==> src/rtl/bcd_serial_add_ctrl.sv <==
// Multi-digit packed-BCD adder sequencer.
// One 2-digit adder stage is reused across NBYTE cycles, LSB byte first.
module bcd_serial_add_ctrl #(
  parameter int NDIG = 8
) (
  input  logic            clk,
  input  logic            rst_n,
  input  logic            in_valid,
  output logic            in_ready,
  input  logic [4*NDIG-1:0] in_a,
  input  logic [4*NDIG-1:0] in_b,
  input  logic            in_cin,
  output logic            out_valid,
  input  logic            out_ready,
  output logic [4*NDIG-1:0] out_sum,
  output logic            out_cout,
  output logic            out_err,
  output logic            busy
);

  localparam int NBYTE = NDIG / 2;
  localparam int W     = 4 * NDIG;
  localparam int IW    = (NBYTE > 1) ? $clog2(NBYTE) : 1;
  localparam logic [IW-1:0] LAST = IW'(NBYTE - 1);

  typedef enum logic [1:0] {
    IDLE,
    RUN,
    DONE
  } state_t;

  state_t state;
  state_t state_nx;

  logic [W-1:0]  a_q;
  logic [W-1:0]  b_q;
  logic [W-1:0]  res_q;
  logic [W-1:0]  res_nx;
  logic          carry_q;
  logic          err_q;
  logic [IW-1:0] idx_q;
  logic          last;
  logic          in_err;
  logic [7:0]    byte_sum;
  logic          byte_cout;

  // Two decimal digits with ripple carry; out-of-range digits
  // still follow the same +6 correction rule.
  function automatic logic [8:0] add_byte(
    input logic [7:0] a,
    input logic [7:0] b,
    input logic       c
  );
    logic [4:0] s0;
    logic [4:0] s1;
    logic [3:0] d0;
    logic [3:0] d1;
    logic       c0;
    logic       c1;
    s0 = {1'b0, a[3:0]} + {1'b0, b[3:0]} + {4'b0, c};
    if (s0 > 5'd9) begin
      d0 = s0[3:0] + 4'd6;
      c0 = 1'b1;
    end else begin
      d0 = s0[3:0];
      c0 = 1'b0;
    end
    s1 = {1'b0, a[7:4]} + {1'b0, b[7:4]} + {4'b0, c0};
    if (s1 > 5'd9) begin
      d1 = s1[3:0] + 4'd6;
      c1 = 1'b1;
    end else begin
      d1 = s1[3:0];
      c1 = 1'b0;
    end
    return {c1, d1, d0};
  endfunction

  assign in_ready  = (state == IDLE);
  assign out_valid = (state == DONE);
  assign busy      = (state != IDLE);
  assign last      = (idx_q == LAST);

  // Flag any non-decimal nibble in the incoming operands.
  always_comb begin
    in_err = 1'b0;
    for (int i = 0; i < NDIG; i++) begin
      if (in_a[4*i +: 4] > 4'd9 || in_b[4*i +: 4] > 4'd9) begin
        in_err = 1'b1;
      end
    end
  end

  // Current byte through the shared adder, merged into the result.
  always_comb begin
    {byte_cout, byte_sum} = add_byte(a_q[{idx_q, 3'b000} +: 8],
                                     b_q[{idx_q, 3'b000} +: 8],
                                     carry_q);
    res_nx = res_q;
    res_nx[{idx_q, 3'b000} +: 8] = byte_sum;
  end

  // State register.
  always_ff @(posedge clk or negedge rst_n) begin
    if (!rst_n) state <= IDLE;
    else        state <= state_nx;
  end

  // Next-state logic.
  always_comb begin
    state_nx = state;
    unique case (state)
      IDLE:    if (in_valid)  state_nx = RUN;
      RUN:     if (last)      state_nx = DONE;
      DONE:    if (out_ready) state_nx = IDLE;
      default: state_nx = IDLE;
    endcase
  end

  // Operand capture, byte stepping and result publication.
  always_ff @(posedge clk or negedge rst_n) begin
    if (!rst_n) begin
      a_q      <= '0;
      b_q      <= '0;
      res_q    <= '0;
      carry_q  <= 1'b0;
      err_q    <= 1'b0;
      idx_q    <= '0;
      out_sum  <= '0;
      out_cout <= 1'b0;
      out_err  <= 1'b0;
    end else if (state == IDLE && in_valid) begin
      a_q     <= in_a;
      b_q     <= in_b;
      carry_q <= in_cin;
      err_q   <= in_err;
      idx_q   <= '0;
      res_q   <= '0;
    end else if (state == RUN) begin
      res_q   <= res_nx;
      carry_q <= byte_cout;
      if (last) begin
        out_sum  <= res_nx;
        out_cout <= byte_cout;
        out_err  <= err_q;
      end else begin
        idx_q <= idx_q + 1'b1;
      end
    end
  end

endmodule
==> config.mk <==
export PLATFORM = sky130hd
export DESIGN_NAME = bcd_serial_add_ctrl
export DESIGN_NICKNAME = d
export VERILOG_FILES = /design/src/rtl/bcd_serial_add_ctrl.sv
export SDC_FILE = /design/constraint.sdc
export NUM_CORES = 1
export LEC_CHECK = 0
export BUFFER_PORTS_ARGS = -buffer_cell sky130_fd_sc_hd__buf_2
export CORE_UTILIZATION = 28
export DETAILED_ROUTE_END_ITERATION = 6
export GPL_TIMING_DRIVEN = 0
export SETUP_SLACK_MARGIN = 0.15
export SLEW_MARGIN = 20
export SYNTH_ARGS = -nofsm -noshare
export SYNTH_HDL_FRONTEND = slang
export SYNTH_SLANG_ARGS = --single-unit
==> constraint.sdc <==
create_clock -name clk -period 8.7 [get_ports clk]
set_clock_uncertainty 0.1 [all_clocks]
set_input_delay 0.87 -clock clk [delete_from_list [all_inputs] [get_ports clk]]
set_output_delay 0.87 -clock clk [all_outputs]
set_load 0.005 [all_outputs]
### Word-level counts from Yosys, hierarchy flattened

Cells that the tools add are included.

| word-level totals | value |
|---|---|
| register bits after elaboration | 136 |
| input port bits | 69 |
| memories kept | 0 |
| bits in latches | 0 |
| memory bits (read-only) | 0 |
| RAM bits | 0 |

| cells by class | value |
|---|---|
| eq/ne operators | 7 |
| muxes and demuxes | 24 |
| shifts and indexed selects | 4 |
| add/sub/neg operators | 8 |
| order comparisons | 18 |
| divide/modulo/power cells | 0 |
| reduce and logical (&&, ||, !) cells | 15 |
| multipliers | 0 |
| bitwise gates (word level) | 1 |

Operator list:

| cell | count |
|---|---|
| greater-than comparator 4 bit, second input constant | 16 |
| two-way mux 32 bit | 2 |
| indexed part select 32 x 6 -> 8 bit | 2 |
| bitwise mux 32 bit | 1 |
| variable shift 8 x 7 -> 32 bit, first input constant | 1 |
| indexed part select 8 x 7 -> 32 bit | 1 |
| two-way mux 1 bit | 12 |
| two-way mux 2 bit | 6 |
| adder 4 x 4 -> 5 bit | 2 |
| adder 5 x 1 -> 5 bit | 2 |
| greater-than comparator 5 x 4 -> 1 bit, second input constant | 2 |
| adder 4 x 3 -> 4 bit, second input constant | 2 |
| logical OR 1 bit | 8 |
| two-way mux 4 bit | 2 |
| negator 5 -> 7 bit | 1 |
| one-hot mux 2 bit (3 select lines) | 1 |
| AND reduction 3 bit | 2 |
| equality test 2 bit, second input constant | 2 |
| inequality test 2 x 1 -> 1 bit, second input constant | 2 |
| inequality test 2 bit, second input constant | 2 |
| nonzero test 2 bit | 2 |
| adder 2 x 1 -> 2 bit, second input constant | 1 |
| equality test 2 x 1 -> 1 bit, second input constant | 1 |
| logical NOT 2 bit | 1 |
| other kinds (3) | 3 |

### Depth between registers and ports, before layout

| logic depth | value |
|---|---|
| depth in word-level cells | 12 |
| gate-level depth with buffers | 17 |

### Least setup slack after synthesis

Ideal clock, no wire load.

| timing | value |
|---|---|
| path kind | register to register |
| from | register idx_q[0] |
| to | register out_sum[14] |
| data arrival time | 5002 ps |
| period minus slack after synthesis | 5228 ps |
| cell stages (with the launch flop) | 18 |
| setup time | 126 ps |
| data required time | 8474 ps |
| slack | 3472 ps |
| path buffers | 1 |
| cell sequence | dfrtp_1 buf_2 mux4_2 fa_1 fa_1 xnor2_1 and2_1 inv_1 a21boi_0 fa_1 inv_1 fa_1 xnor2_1 ha_1 a22o_1 o31a_4 mux2i_4 a221o_1 |

| on the way | value |
|---|---|
| word-level cells in the longest chain between the ends | 10 |

Ends and longest elaborated chain:

| what | line | RTL |
|---|---|---|
| start, declared | 41 | `logic [IW-1:0] idx_q;` |
| start signal, assigned | 147 | `idx_q <= idx_q + 1'b1;` |
| indexed part select 32 x 6 -> 8 bit (on tied branches) | 96, 97 |  |
| adder 4 x 4 -> 5 bit | 60 | `s0 = {1'b0, a[3:0]} + {1'b0, b[3:0]} + {4'b0, c};` |
| adder 5 x 1 -> 5 bit | 60 |  |
| greater-than comparator 5 x 4 -> 1 bit | 61 | `if (s0 > 5'd9) begin` |
| two-way mux 1 bit | 61 |  |
| adder 5 x 1 -> 5 bit | 68 | `s1 = {1'b0, a[7:4]} + {1'b0, b[7:4]} + {4'b0, c0};` |
| adder 4 x 3 -> 4 bit or greater-than comparator 5 x 4 -> 1 bit (tied branches) | 70, 69 |  |
| two-way mux 4 bit | 69 | `if (s1 > 5'd9) begin` |
| indexed part select 8 x 7 -> 32 bit | 100 | `res_nx[{idx_q, 3'b000} +: 8] = byte_sum;` |
| bitwise mux 32 bit | 100 |  |
| end signal, assigned | 143 | `out_sum <= res_nx;` |
| end, declared | 15 | `output logic [4*NDIG-1:0] out_sum,` |

Several ways; a longest one is shown, not always the timed one.
A chain may end at the register's enable or synchronous reset.

### Worst setup path in the final report

| timing | value |
|---|---|
| from | register idx_q[1] |
| to | register res_q[13] |

| on the way | value |
|---|---|
| word-level cells in the longest chain between the ends | 12 |

Ends and longest elaborated chain:

| what | line | RTL |
|---|---|---|
| indexed part select 32 x 6 -> 8 bit (on tied branches) | 96, 97 |  |
| adder 4 x 4 -> 5 bit | 60 |  |
| adder 5 x 1 -> 5 bit | 60 |  |
| greater-than comparator 5 x 4 -> 1 bit | 61 |  |
| two-way mux 1 bit | 61 |  |
| adder 5 x 1 -> 5 bit | 68 |  |
| adder 4 x 3 -> 4 bit or greater-than comparator 5 x 4 -> 1 bit (tied branches) | 70, 69 |  |
| two-way mux 4 bit | 69 |  |
| indexed part select 8 x 7 -> 32 bit | 100 |  |
| bitwise mux 32 bit * | 100 |  |
| two-way mux 32 bit * | 139 | `end else if (state == RUN) begin` |
| two-way mux 32 bit * | 132 | `end else if (state == IDLE && in_valid) begin` |
| end signal, assigned | 140 | `res_q <= res_nx;` |
| end, declared | 37 | `logic [W-1:0] res_q;` |

Every way passes the cells marked *; elsewhere a longest branch is shown, timed or not. The select of a mux whose other input is x is not followed.

==> results.md <==
- Htree depth: 4
- FILL cells: 2,199
- Worst-path maximum fanout: 10
- Critical path endpoint category: flip-flop
- Number of nets with antenna violations after routing: 0
- Synth Net Count: 629
- Initial DRT Pass Iterations: 5
- Synth-to-Final Area Change: 23.7%
- Worst skew pair latency: 0.42 ns
- Non-filler cells, final: 961
- Status: completed
- Final Hold Vio Count: 0
- Post-synth top area share: 0.533
- DRC errors left: 0
- Post-Synthesis Cells: 542
- Async SR Flop Fraction: 1.00
- Fin util: 0.358
- WHS: 0.261 ns
- Remaining global-route overflow: 0
- CTS resizes: 0
- CTS Buf Count: 17
- Die width: 153 um
- Mapped Area: 6390 sq um
- IO Port Bufs: 105
- Max-slew violation count: 0
- CTS tree: built
- Rel. slew slack: 0.324
- Setup CP Type: flip-flop to flip-flop
- DR vias/cell: between 4 and 5
- Routed WL: about 17,000 um
- Register area share after synthesis: 0.533
- Leading area contributor after synthesis: dfrtp_1
- Yosys warns: 0
- MaxCap Viol Count: 0
- Via count: slightly below 5,000
- Worst EP required: 8.87 ns
- Die height: 153 um
- # rows: 54
- DR WL/cell: about 18 um
- Final min period: 5.94 ns
- Vias in the first global route: 4,775
- CP Launch Type: flip-flop
- Hold buffers post-CTS: 0
- Global-route wire length before repair: roughly 27,000 um
- HP Class: input pin to async pin
- Core area: approximately 22,000 sq um
- Crit path DAT: 6.11 ns
- Fmax: 168 MHz
- Crit share post-route: 0.683
- Clock Path Buffers: 2
- Initial antenna violation count: 1
- CTS sink count: 136
- Largest net degree at the start of global routing: 84
- Number of synthesized flops with an enable pin: 0
- I/O pin count: 106
- Worst Max-Slew Pin Slew: between 1 and 1.5 ns
- Placed Cells: 928
- Synth unique cells: 40
- Final net count: 754
- CTS root buf: clkbuf_16
- Total GRT Usage: 0.155
- Post-CTS setup buffers: 0
- Drt initial violations: about 250
- Synthesized flop and latch total: 136
- Share of layout cells above drive strength 1: 0.332
- Setup Viol. Count Final: 0
- Top_reg_cell synth: dfrtp_1
- Mean Syn Cell Area: 11.8 sq um
- Area taken by multi-input logic gates: 2830 sq um
- Most area-consuming cells after synthesis: dfrtp_1 (53%), mux2_2 (11%), mux4_2 (5.6%)
- Initial core utilization: 0.289
- GPL Wtd Cong: 0.788
- Reg clk slew, reported paths: 0.06 ns
- RSZ-0062 raised after global routing: false
- Die footprint: 23,400 sq um
- Dpl hpwl: 12,300 um
- Reg area: 3400 sq um
- Setup TNS Final: 0 ns
[worst max-delay path, stage by stage, from the launching register on]
cell	delay (ns)
dfrtp_1	0.41
clkbuf_1	0.53
clkbuf_1	0.60
mux4_2	0.43
ha_1	0.40
xnor2_1	0.34
and2_1	0.24
inv_1	0.05
a21boi_0	0.22
fa_1	0.23
inv_1	0.06
fa_1	0.41
xnor2_1	0.23
ha_1	0.28
a22o_1	0.23
o31a_4	0.39
xnor2_2	0.46
o21ai_0	0.18
[flip-flops by register name, indices dropped and copies added, names as in the netlist]
signal / flops
out_err: 1
err_q: 1
state: 2
carry_q: 1
a_q: 32
b_q: 32
out_sum: 32
idx_q: 2
out_cout: 1
res_q: 32
[synth_stat cells, drive strengths merged (2+ instances only)]
| cell | count |
|---|---|
| mux2i | 4 |
| and2 | 3 |
| a21boi | 2 |
| buf | 7 |
| a221oi | 5 |
| nor4 | 2 |
| and3 | 26 |
| mux2 | 64 |
| clkbuf | 16 |
| xnor2 | 5 |
| dfrtp | 136 |
| ha | 14 |
| nor2b | 2 |
| a221o | 4 |
| o22ai | 2 |
| a22o | 9 |
| fa | 4 |
| inv | 18 |
| nor2 | 24 |
| a21oi | 36 |
| nand2b | 4 |
| nand3 | 3 |
| mux4 | 16 |
| nand4 | 4 |
| a21o | 5 |
| nand2 | 47 |
| o21ai | 70 |
[final cells by class]
cell class / count / share of cell area
Buffer: 23 / 0.0119
Antenna cell: 1 / 0.000317
Inverter: 18 / 0.00855
Multi-Input combinational cell: 365 / 0.358
Tap cell: 280 / 0.0443
Timing Repair Buffer: 106 / 0.0713
Sequential cell: 136 / 0.431
Clock inverter: 10 / 0.0149
Clock buffer: 22 / 0.0600
[cells by family after synthesis]
kind of cell             count (synthesis)  synth area share
buffers and inverters                   41            0.0253
XOR/XNOR                                 5           0.00803
AO/OA/AOI/OAI                          138             0.127
AND/OR/NAND/NOR                        120            0.0899
adder cells (fa/ha/maj)                 18            0.0400
multiplexers                            84             0.177
flip-flops                             136             0.533
[layer usage]
metal / vias up / track usage / routed length (um)
met1: 2395 / 0.219 / 8310
li1: 2226 / - / -
met2: 160 / 0.231 / 7700
met3: 20 / 0.0366 / 959
met5: - / 0 / 0
met4: 0 / 0.0544 / 288
[layout by cell type, fill, tap and decap left out, types with 4 or more instances in the layout]
cell        instances
dfrtp_1           136
buf_2             110
o21ai_0            70
mux2_2             64
nand2_1            47
a21oi_1            36
and3_1             26
nor2_1             24
clkbuf_1           18
inv_1              18
clkbuf_16          17
mux4_2             16
ha_1               14
a22o_1              9
a21o_1              5
a221oi_1            5
xnor2_1             4
nand2b_1            4
a221o_1             4
nand4_1             4
fa_1                4
clkinvlp_4          4
[through the flow]
step,worst slack [ns],cell area (sq um)
global placement,2.83,7260
detailed placement,2.76,7300
finish,2.76,7900
CTS,2.69,7890
global route,2.45,7900
floorplan,3.47,6390
[worst paths after layout]
| check | depth (start not counted) | to | start | slack, ns |
|---|---|---|---|---|
| min in group clk | 2 | res_q[23]$_DFFE_PN0P_ | res_q[23]$_DFFE_PN0P_ | 0.37 |
| max in group asynchronous | 2 | a_q[27]$_DFFE_PN0P_ | rst_n | 7.47 |
| hold reg to reg | 2 | res_q[23]$_DFFE_PN0P_ | res_q[23]$_DFFE_PN0P_ | 0.37 |
| setup / recovery | 17 | res_q[13]$_DFFE_PN0P_ | idx_q[1]$_DFFE_PN0P_ | 2.76 |
| setup reg to reg | 17 | res_q[13]$_DFFE_PN0P_ | idx_q[1]$_DFFE_PN0P_ | 2.76 |
| hold / removal | 1 | out_sum[24]$_DFFE_PN0P_ | rst_n | 0.26 |
Power is left out: the tool's default activity adds up to more than one toggle a clock period on the data nets, which glitch-free logic cannot reach.
